[src/rtl/mem_arb_pkg.sv]
// Shared types for the unified instruction/data memory port arbiter.
package mem_arb_pkg;

   typedef enum logic [1:0] {
      IDLE  = 2'd0,
      ISSUE = 2'd1,
      WAIT  = 2'd2,
      ACK   = 2'd3
   } arb_state_e;

   typedef enum logic {
      OWN_IF = 1'b0,
      OWN_DM = 1'b1
   } arb_owner_e;

endpackage

[src/rtl/mem_port_arbiter.sv]
// Shares one memory macro between fetch and load/store: one transaction in flight,
// data wins collisions unless fetch has waited through STARVE_MAX data grants.
module mem_port_arbiter
   import mem_arb_pkg::*;
#(
   parameter int ADDR_W     = 32,
   parameter int DATA_W     = 32,
   parameter int MEM_LAT    = 2,
   parameter int STARVE_MAX = 4
) (
   input  logic                clk,
   input  logic                rst,
   input  logic                if_req,
   input  logic [ADDR_W-1:0]   if_addr,
   output logic [DATA_W-1:0]   if_rdata,
   output logic                if_ack,
   input  logic                dm_req,
   input  logic                dm_we,
   input  logic [ADDR_W-1:0]   dm_addr,
   input  logic [DATA_W-1:0]   dm_wdata,
   input  logic [DATA_W/8-1:0] dm_mask,
   output logic [DATA_W-1:0]   dm_rdata,
   output logic                dm_ack,
   output logic                mem_en,
   output logic                mem_we,
   output logic [ADDR_W-1:0]   mem_addr,
   output logic [DATA_W-1:0]   mem_wdata,
   output logic [DATA_W/8-1:0] mem_mask,
   input  logic [DATA_W-1:0]   mem_rdata,
   output logic                busy
);

   localparam int MASK_W = DATA_W / 8;
   localparam int SC_W   = $clog2(STARVE_MAX + 1);
   localparam int LAT_W  = $clog2(MEM_LAT + 1);
   localparam logic [SC_W-1:0]  STARVE_SAT = SC_W'(STARVE_MAX);
   localparam logic [LAT_W-1:0] LAT_LOAD   = LAT_W'(MEM_LAT);
   localparam logic [LAT_W-1:0] LAT_ONE    = LAT_W'(1);

   arb_state_e          state_r, state_s;
   arb_owner_e          own_r, own_s, grant_own_s;
   logic                grant_s;
   logic                own_we_r, own_we_s;
   logic [LAT_W-1:0]    lat_cnt_r, lat_cnt_s;
   logic [SC_W-1:0]     starve_cnt_r, starve_cnt_s;
   logic                mem_en_r, mem_en_s, mem_we_r, mem_we_s;
   logic [ADDR_W-1:0]   mem_addr_r, mem_addr_s;
   logic [DATA_W-1:0]   mem_wdata_r, mem_wdata_s;
   logic [MASK_W-1:0]   mem_mask_r, mem_mask_s;
   logic                if_ack_r, if_ack_s, dm_ack_r, dm_ack_s;
   logic [DATA_W-1:0]   if_rdata_r, if_rdata_s, dm_rdata_r, dm_rdata_s;
   logic                busy_r, busy_s;

   // Fixed data priority, overridden once fetch has been passed over STARVE_MAX times.
   always_comb begin
      grant_s     = 1'b0;
      grant_own_s = OWN_IF;
      if (dm_req && if_req) begin
         grant_s = 1'b1;
         if (starve_cnt_r == STARVE_SAT) begin
            grant_own_s = OWN_IF;
         end else begin
            grant_own_s = OWN_DM;
         end
      end else if (dm_req) begin
         grant_s     = 1'b1;
         grant_own_s = OWN_DM;
      end else if (if_req) begin
         grant_s     = 1'b1;
         grant_own_s = OWN_IF;
      end else begin
         grant_s     = 1'b0;
         grant_own_s = OWN_IF;
      end
   end

   // State register.
   always_ff @(posedge clk) begin
      if (rst) begin
         state_r <= IDLE;
      end else begin
         state_r <= state_s;
      end
   end

   // Next-state logic.
   always_comb begin
      state_s = state_r;
      case (state_r)
         IDLE: begin
            if (grant_s) begin
               state_s = ISSUE;
            end else begin
               state_s = IDLE;
            end
         end
         ISSUE: state_s = WAIT;
         WAIT: begin
            if (lat_cnt_r == LAT_ONE) begin
               state_s = ACK;
            end else begin
               state_s = WAIT;
            end
         end
         ACK:     state_s = IDLE;
         default: state_s = IDLE;
      endcase
   end

   // Next values of every registered output and counter.
   always_comb begin
      own_s        = own_r;
      own_we_s     = own_we_r;
      lat_cnt_s    = '0;
      starve_cnt_s = starve_cnt_r;
      mem_en_s     = 1'b0;
      mem_we_s     = 1'b0;
      mem_addr_s   = '0;
      mem_wdata_s  = '0;
      mem_mask_s   = '0;
      if_ack_s     = 1'b0;
      dm_ack_s     = 1'b0;
      if_rdata_s   = if_rdata_r;
      dm_rdata_s   = dm_rdata_r;
      busy_s       = (state_s != IDLE);
      case (state_r)
         IDLE: begin
            if (grant_s && (grant_own_s == OWN_DM)) begin
               own_s       = OWN_DM;
               own_we_s    = dm_we;
               mem_en_s    = 1'b1;
               mem_we_s    = dm_we;
               mem_addr_s  = dm_addr;
               mem_wdata_s = dm_wdata;
               mem_mask_s  = dm_mask;
            end else if (grant_s) begin
               own_s       = OWN_IF;
               own_we_s    = 1'b0;
               mem_en_s    = 1'b1;
               mem_addr_s  = if_addr;
            end else begin
               own_s       = own_r;
            end
            // Only data grants made while fetch is waiting count toward starvation.
            if (grant_s && (grant_own_s == OWN_IF)) begin
               starve_cnt_s = '0;
            end else if (!if_req) begin
               starve_cnt_s = '0;
            end else if (grant_s && (starve_cnt_r != STARVE_SAT)) begin
               starve_cnt_s = starve_cnt_r + SC_W'(1);
            end else begin
               starve_cnt_s = starve_cnt_r;
            end
         end
         ISSUE: lat_cnt_s = LAT_LOAD;
         WAIT: begin
            lat_cnt_s = lat_cnt_r - LAT_ONE;
            if ((lat_cnt_r == LAT_ONE) && (own_r == OWN_IF)) begin
               if_ack_s   = 1'b1;
               if_rdata_s = mem_rdata;
            end else if (lat_cnt_r == LAT_ONE) begin
               dm_ack_s = 1'b1;
               if (!own_we_r) begin
                  dm_rdata_s = mem_rdata;
               end else begin
                  dm_rdata_s = dm_rdata_r;
               end
            end else begin
               if_ack_s = 1'b0;
            end
         end
         ACK:     lat_cnt_s = '0;
         default: lat_cnt_s = '0;
      endcase
   end

   // Datapath, counters and output registers.
   always_ff @(posedge clk) begin
      if (rst) begin
         own_r        <= OWN_IF;
         own_we_r     <= 1'b0;
         lat_cnt_r    <= '0;
         starve_cnt_r <= '0;
         mem_en_r     <= 1'b0;
         mem_we_r     <= 1'b0;
         mem_addr_r   <= '0;
         mem_wdata_r  <= '0;
         mem_mask_r   <= '0;
         if_ack_r     <= 1'b0;
         dm_ack_r     <= 1'b0;
         if_rdata_r   <= '0;
         dm_rdata_r   <= '0;
         busy_r       <= 1'b0;
      end else begin
         own_r        <= own_s;
         own_we_r     <= own_we_s;
         lat_cnt_r    <= lat_cnt_s;
         starve_cnt_r <= starve_cnt_s;
         mem_en_r     <= mem_en_s;
         mem_we_r     <= mem_we_s;
         mem_addr_r   <= mem_addr_s;
         mem_wdata_r  <= mem_wdata_s;
         mem_mask_r   <= mem_mask_s;
         if_ack_r     <= if_ack_s;
         dm_ack_r     <= dm_ack_s;
         if_rdata_r   <= if_rdata_s;
         dm_rdata_r   <= dm_rdata_s;
         busy_r       <= busy_s;
      end
   end

   assign mem_en    = mem_en_r;
   assign mem_we    = mem_we_r;
   assign mem_addr  = mem_addr_r;
   assign mem_wdata = mem_wdata_r;
   assign mem_mask  = mem_mask_r;
   assign if_ack    = if_ack_r;
   assign dm_ack    = dm_ack_r;
   assign if_rdata  = if_rdata_r;
   assign dm_rdata  = dm_rdata_r;
   assign busy      = busy_r;

endmodule

[config.mk]
export PLATFORM = sky130hd
export DESIGN_NAME = mem_port_arbiter
export DESIGN_NICKNAME = d
export VERILOG_FILES = /design/src/rtl/mem_arb_pkg.sv /design/src/rtl/mem_port_arbiter.sv
export SDC_FILE = /design/constraint.sdc
export NUM_CORES = 1
export LEC_CHECK = 0
export CORE_MARGIN = 1.5
export CORE_UTILIZATION = 38
export DETAILED_ROUTE_END_ITERATION = 8
export GPL_TIMING_DRIVEN = 0
export PLACE_DENSITY_LB_ADDON = 0.1
export SYNTH_ARGS = -nofsm -noshare
export SYNTH_HDL_FRONTEND = slang
export SYNTH_SLANG_ARGS = --single-unit
[constraint.sdc]
create_clock -name clk -period 2.1 [get_ports clk]
set_clock_uncertainty 0.2 [all_clocks]
set_input_delay 0.525 -clock clk [delete_from_list [all_inputs] [get_ports clk]]
set_output_delay 0.525 -clock clk [all_outputs]
set_load 0.01 [all_outputs]
==> results.md <==
- Final Hold Viols: 0
- Initial antenna violation count: 0
- Ant. Diodes: 0
- Mapped cell area: 4770 sq um
- DP Worst Slack: -0.311 ns
- Worst hold path type: reg -> reg
- Worst path slowest cell: clkdlybuf4s50_1
- Setup WS post-layout: 0.0352 ns
- Total track usage: 21.9%
- First-pass GRT wire length: 22200 microns
- CP startpoint kind: register
- Post-synth top area share: 61.2%
- Die area: 13200 sq um
- Syn Area/Cell: 9.76 sq um
- Clk sinks: 146
- Max Cap Viol: 0
- Initial Util: 39.4%
- Final period util: 98.3%
- Critical Path Sink Type: primary output
- DRT iter0 DRCs: 163
- Worst Path Arrival: 1.34 ns
- Core ar.: 12100 sq um
- Final min period: 2.06 ns
- Final #Nets: 925
- Overall Power: 0.00680 W
- Critical path peak fanout: 2
- DRC errors left: 0
- Via Count: 4367
- Warnings from Yosys: 0
- Worst IR Drop VDD: 0.550 mV
- Top post-synthesis cells by area: dfxtp_1, nand2_1, a21oi_1, a22o_1, and2_1
- WL final: 14600 microns
- Critical path class: reg -> out
- Number of synthesized register bits: 146
- WP buf/inv: 1
- Vias in the first global route: 4331
- Die W: 115 microns
- Max Buffers Root-to-Sink: 2
- Final ANT Viol Nets: 0
- # IOs: 274
- Final number of max-transition violations: 0
- Status: finished clean
- Clock root buffer: clkbuf_16
- Static leakage: 3.10 nW
- Crit path max-delay family: buffers and inverters
- CTS H-tree depth: 4
- FMAX: 484 MHz
- Die Y-Extent: 115 microns
- Slew headroom: 66.7%
- HPWL Detailed: 11300 microns
- Ordered cell list for the critical path: clkdlybuf4s50_1
- Layout cell share with drive strength beyond 1: 6.17%
- Worst-margin pin slew: 0.499 ns
- Post-layout util: 68.8%
- Pwr per Cell Area: 816 nW/um^2
- PortBufs: 273
- TritonRoute pass-1 iters: 5
- Fill count: 950
- Hold_buf cts: 0
- GR Overflow Total: 0
- Synth area leader: dfxtp_1
- Sequential cell area fraction in the yosys report: 61.2%
- GP Congestion: 0.765
- Distinct cells, synth: 29
- Clock transition at the registers of the reported paths: 0.06 ns
- Vias per inst: 4.54
- Storage element area: 2920 sq um
- Area of the multi-input gates: 1620 sq um
- # rows: 40
- Clk_lat worst skew: 0.41 ns
- Largest net degree at the start of global routing: 17
- Num CTS Buffers: 17
- Final setup viols: 0
- RSZ-0062 raised after global routing: no
- Area grow syn2layout: 74.6%
- Syn nets: 633
- Max stage delay on crit path: 0.56 ns
- Drt wl/cell: 15.2 microns
- Worst endpoint required time: 1.37 ns
- CTS tree: done
- Syn Inst Count: 489
==> cell type report <==
cell class / instances / share of cell area (%)
Clock inverter: 10 / 1.56
Sequential cell: 146 / 35.1
Timing Repair Buffer: 273 / 32.8
Clock buffer: 22 / 5.81
Multi-Input combinational cell: 302 / 19.5
Tap cell: 168 / 2.52
Buffer: 34 / 2.39
Inverter: 7 / 0.315
==> flip-flops by register name (all words and copies together), names as in the netlist <==
signal,cells
mem_we,1
own_r,1
mem_en,1
if_ack,1
starve_cnt_r,3
if_rdata,32
own_we_r,1
dm_rdata,32
mem_mask,4
mem_addr,32
mem_wdata,32
dm_ack,1
state_r,2
busy,1
lat_cnt_r,2
==> routing by layer <==
layer	vias to the layer above	track usage [%]	wire [microns]
li1	2198	-	-
met1	1970	21.7	5360
met2	176	39.8	7520
met3	23	9.38	1510
met4	0	9.38	251
met5	-	0	0
==> report_power, final <==
group,switching (W),internal (W),total [W]
registers,0.0000380,0.00289,0.00292
logic,0.000292,0.000505,0.000796
clock network,0.00110,0.00198,0.00308
total,0.00143,0.00537,0.00680
==> cell usage in the layout, fill, tap and decap left out, types with 2 or more instances in the layout <==
master / instances
and2_1: 37
a22o_1: 32
nand2b_1: 3
nand4_1: 2
a21oi_1: 69
buf_2: 9
buf_6: 8
clkbuf_1: 18
nor2_1: 4
ha_1: 7
nand2_1: 129
clkinv_2: 5
clkinvlp_4: 2
dfxtp_1: 146
o21ai_0: 2
inv_1: 7
clkbuf_8: 4
clkdlybuf4s50_1: 272
nor3b_1: 2
clkbuf_16: 17
bufinv_16: 3
and3b_1: 2
==> worst paths after layout <==
check	start	to	slack, ns	cells after the start
max reg2reg	state_r[0]$_SDFF_PP0_	if_rdata[9]$_SDFFE_PP0P_	0.21	6
max	if_rdata[31]$_SDFFE_PP0P_	if_rdata[31]	0.04	1
min	lat_cnt_r[0]$_SDFF_PP0_	lat_cnt_r[0]$_SDFF_PP0_	0.23	1
min reg2reg	lat_cnt_r[0]$_SDFF_PP0_	lat_cnt_r[0]$_SDFF_PP0_	0.23	1
==> per-stage QoR <==
step	setup TNS (ns)	instances	instance area [sq um]	hold slack, ns
floorplan	0	489	4770	0.203
global placement	-20.39	930	7710	0.215
detailed placement	-25.96	930	7710	0.221
CTS	0	962	8330	0.232
global route	0	962	8330	0.247
finish	0	962	8330	0.228
==> kinds of logic after synthesis <==
kind of cell / share of synthesized area [%]
simple gates: 17.9
fa+ha+maj: 1.84
flops: 61.2
compound gates: 14.3
buf+inv: 4.72
==> cells in the mapped netlist <==
master,count
and2_1,37
and4b_1,1
nor2_1,4
nand3_1,1
a32o_1,1
clkbuf_1,17
a21oi_1,69
buf_6,8
nor3_1,1
a22o_1,32
nor3b_1,2
and4_1,1
inv_1,7
nand2_1,129
a31o_1,1
ha_1,7
nor2b_1,1
nand3b_1,1
a21boi_2,1
o21ai_0,2
dfxtp_1,146
nand4_1,2
nand2b_1,3
buf_2,9
nand4b_1,1
o211ai_1,1
and3b_1,2
nor4bb_1,1
o21a_1,1
==> timing repair <==
| action | CTS | global route |
|---|---|---|
| gates resized for setup | 0 | 1 |
| hold endpoints to repair | 0 | 0 |
| endpoints found under the setup margin | 0 | 1 |
| buffers inserted | 0 | 0 |
Power figures use the tool's default switching activity.
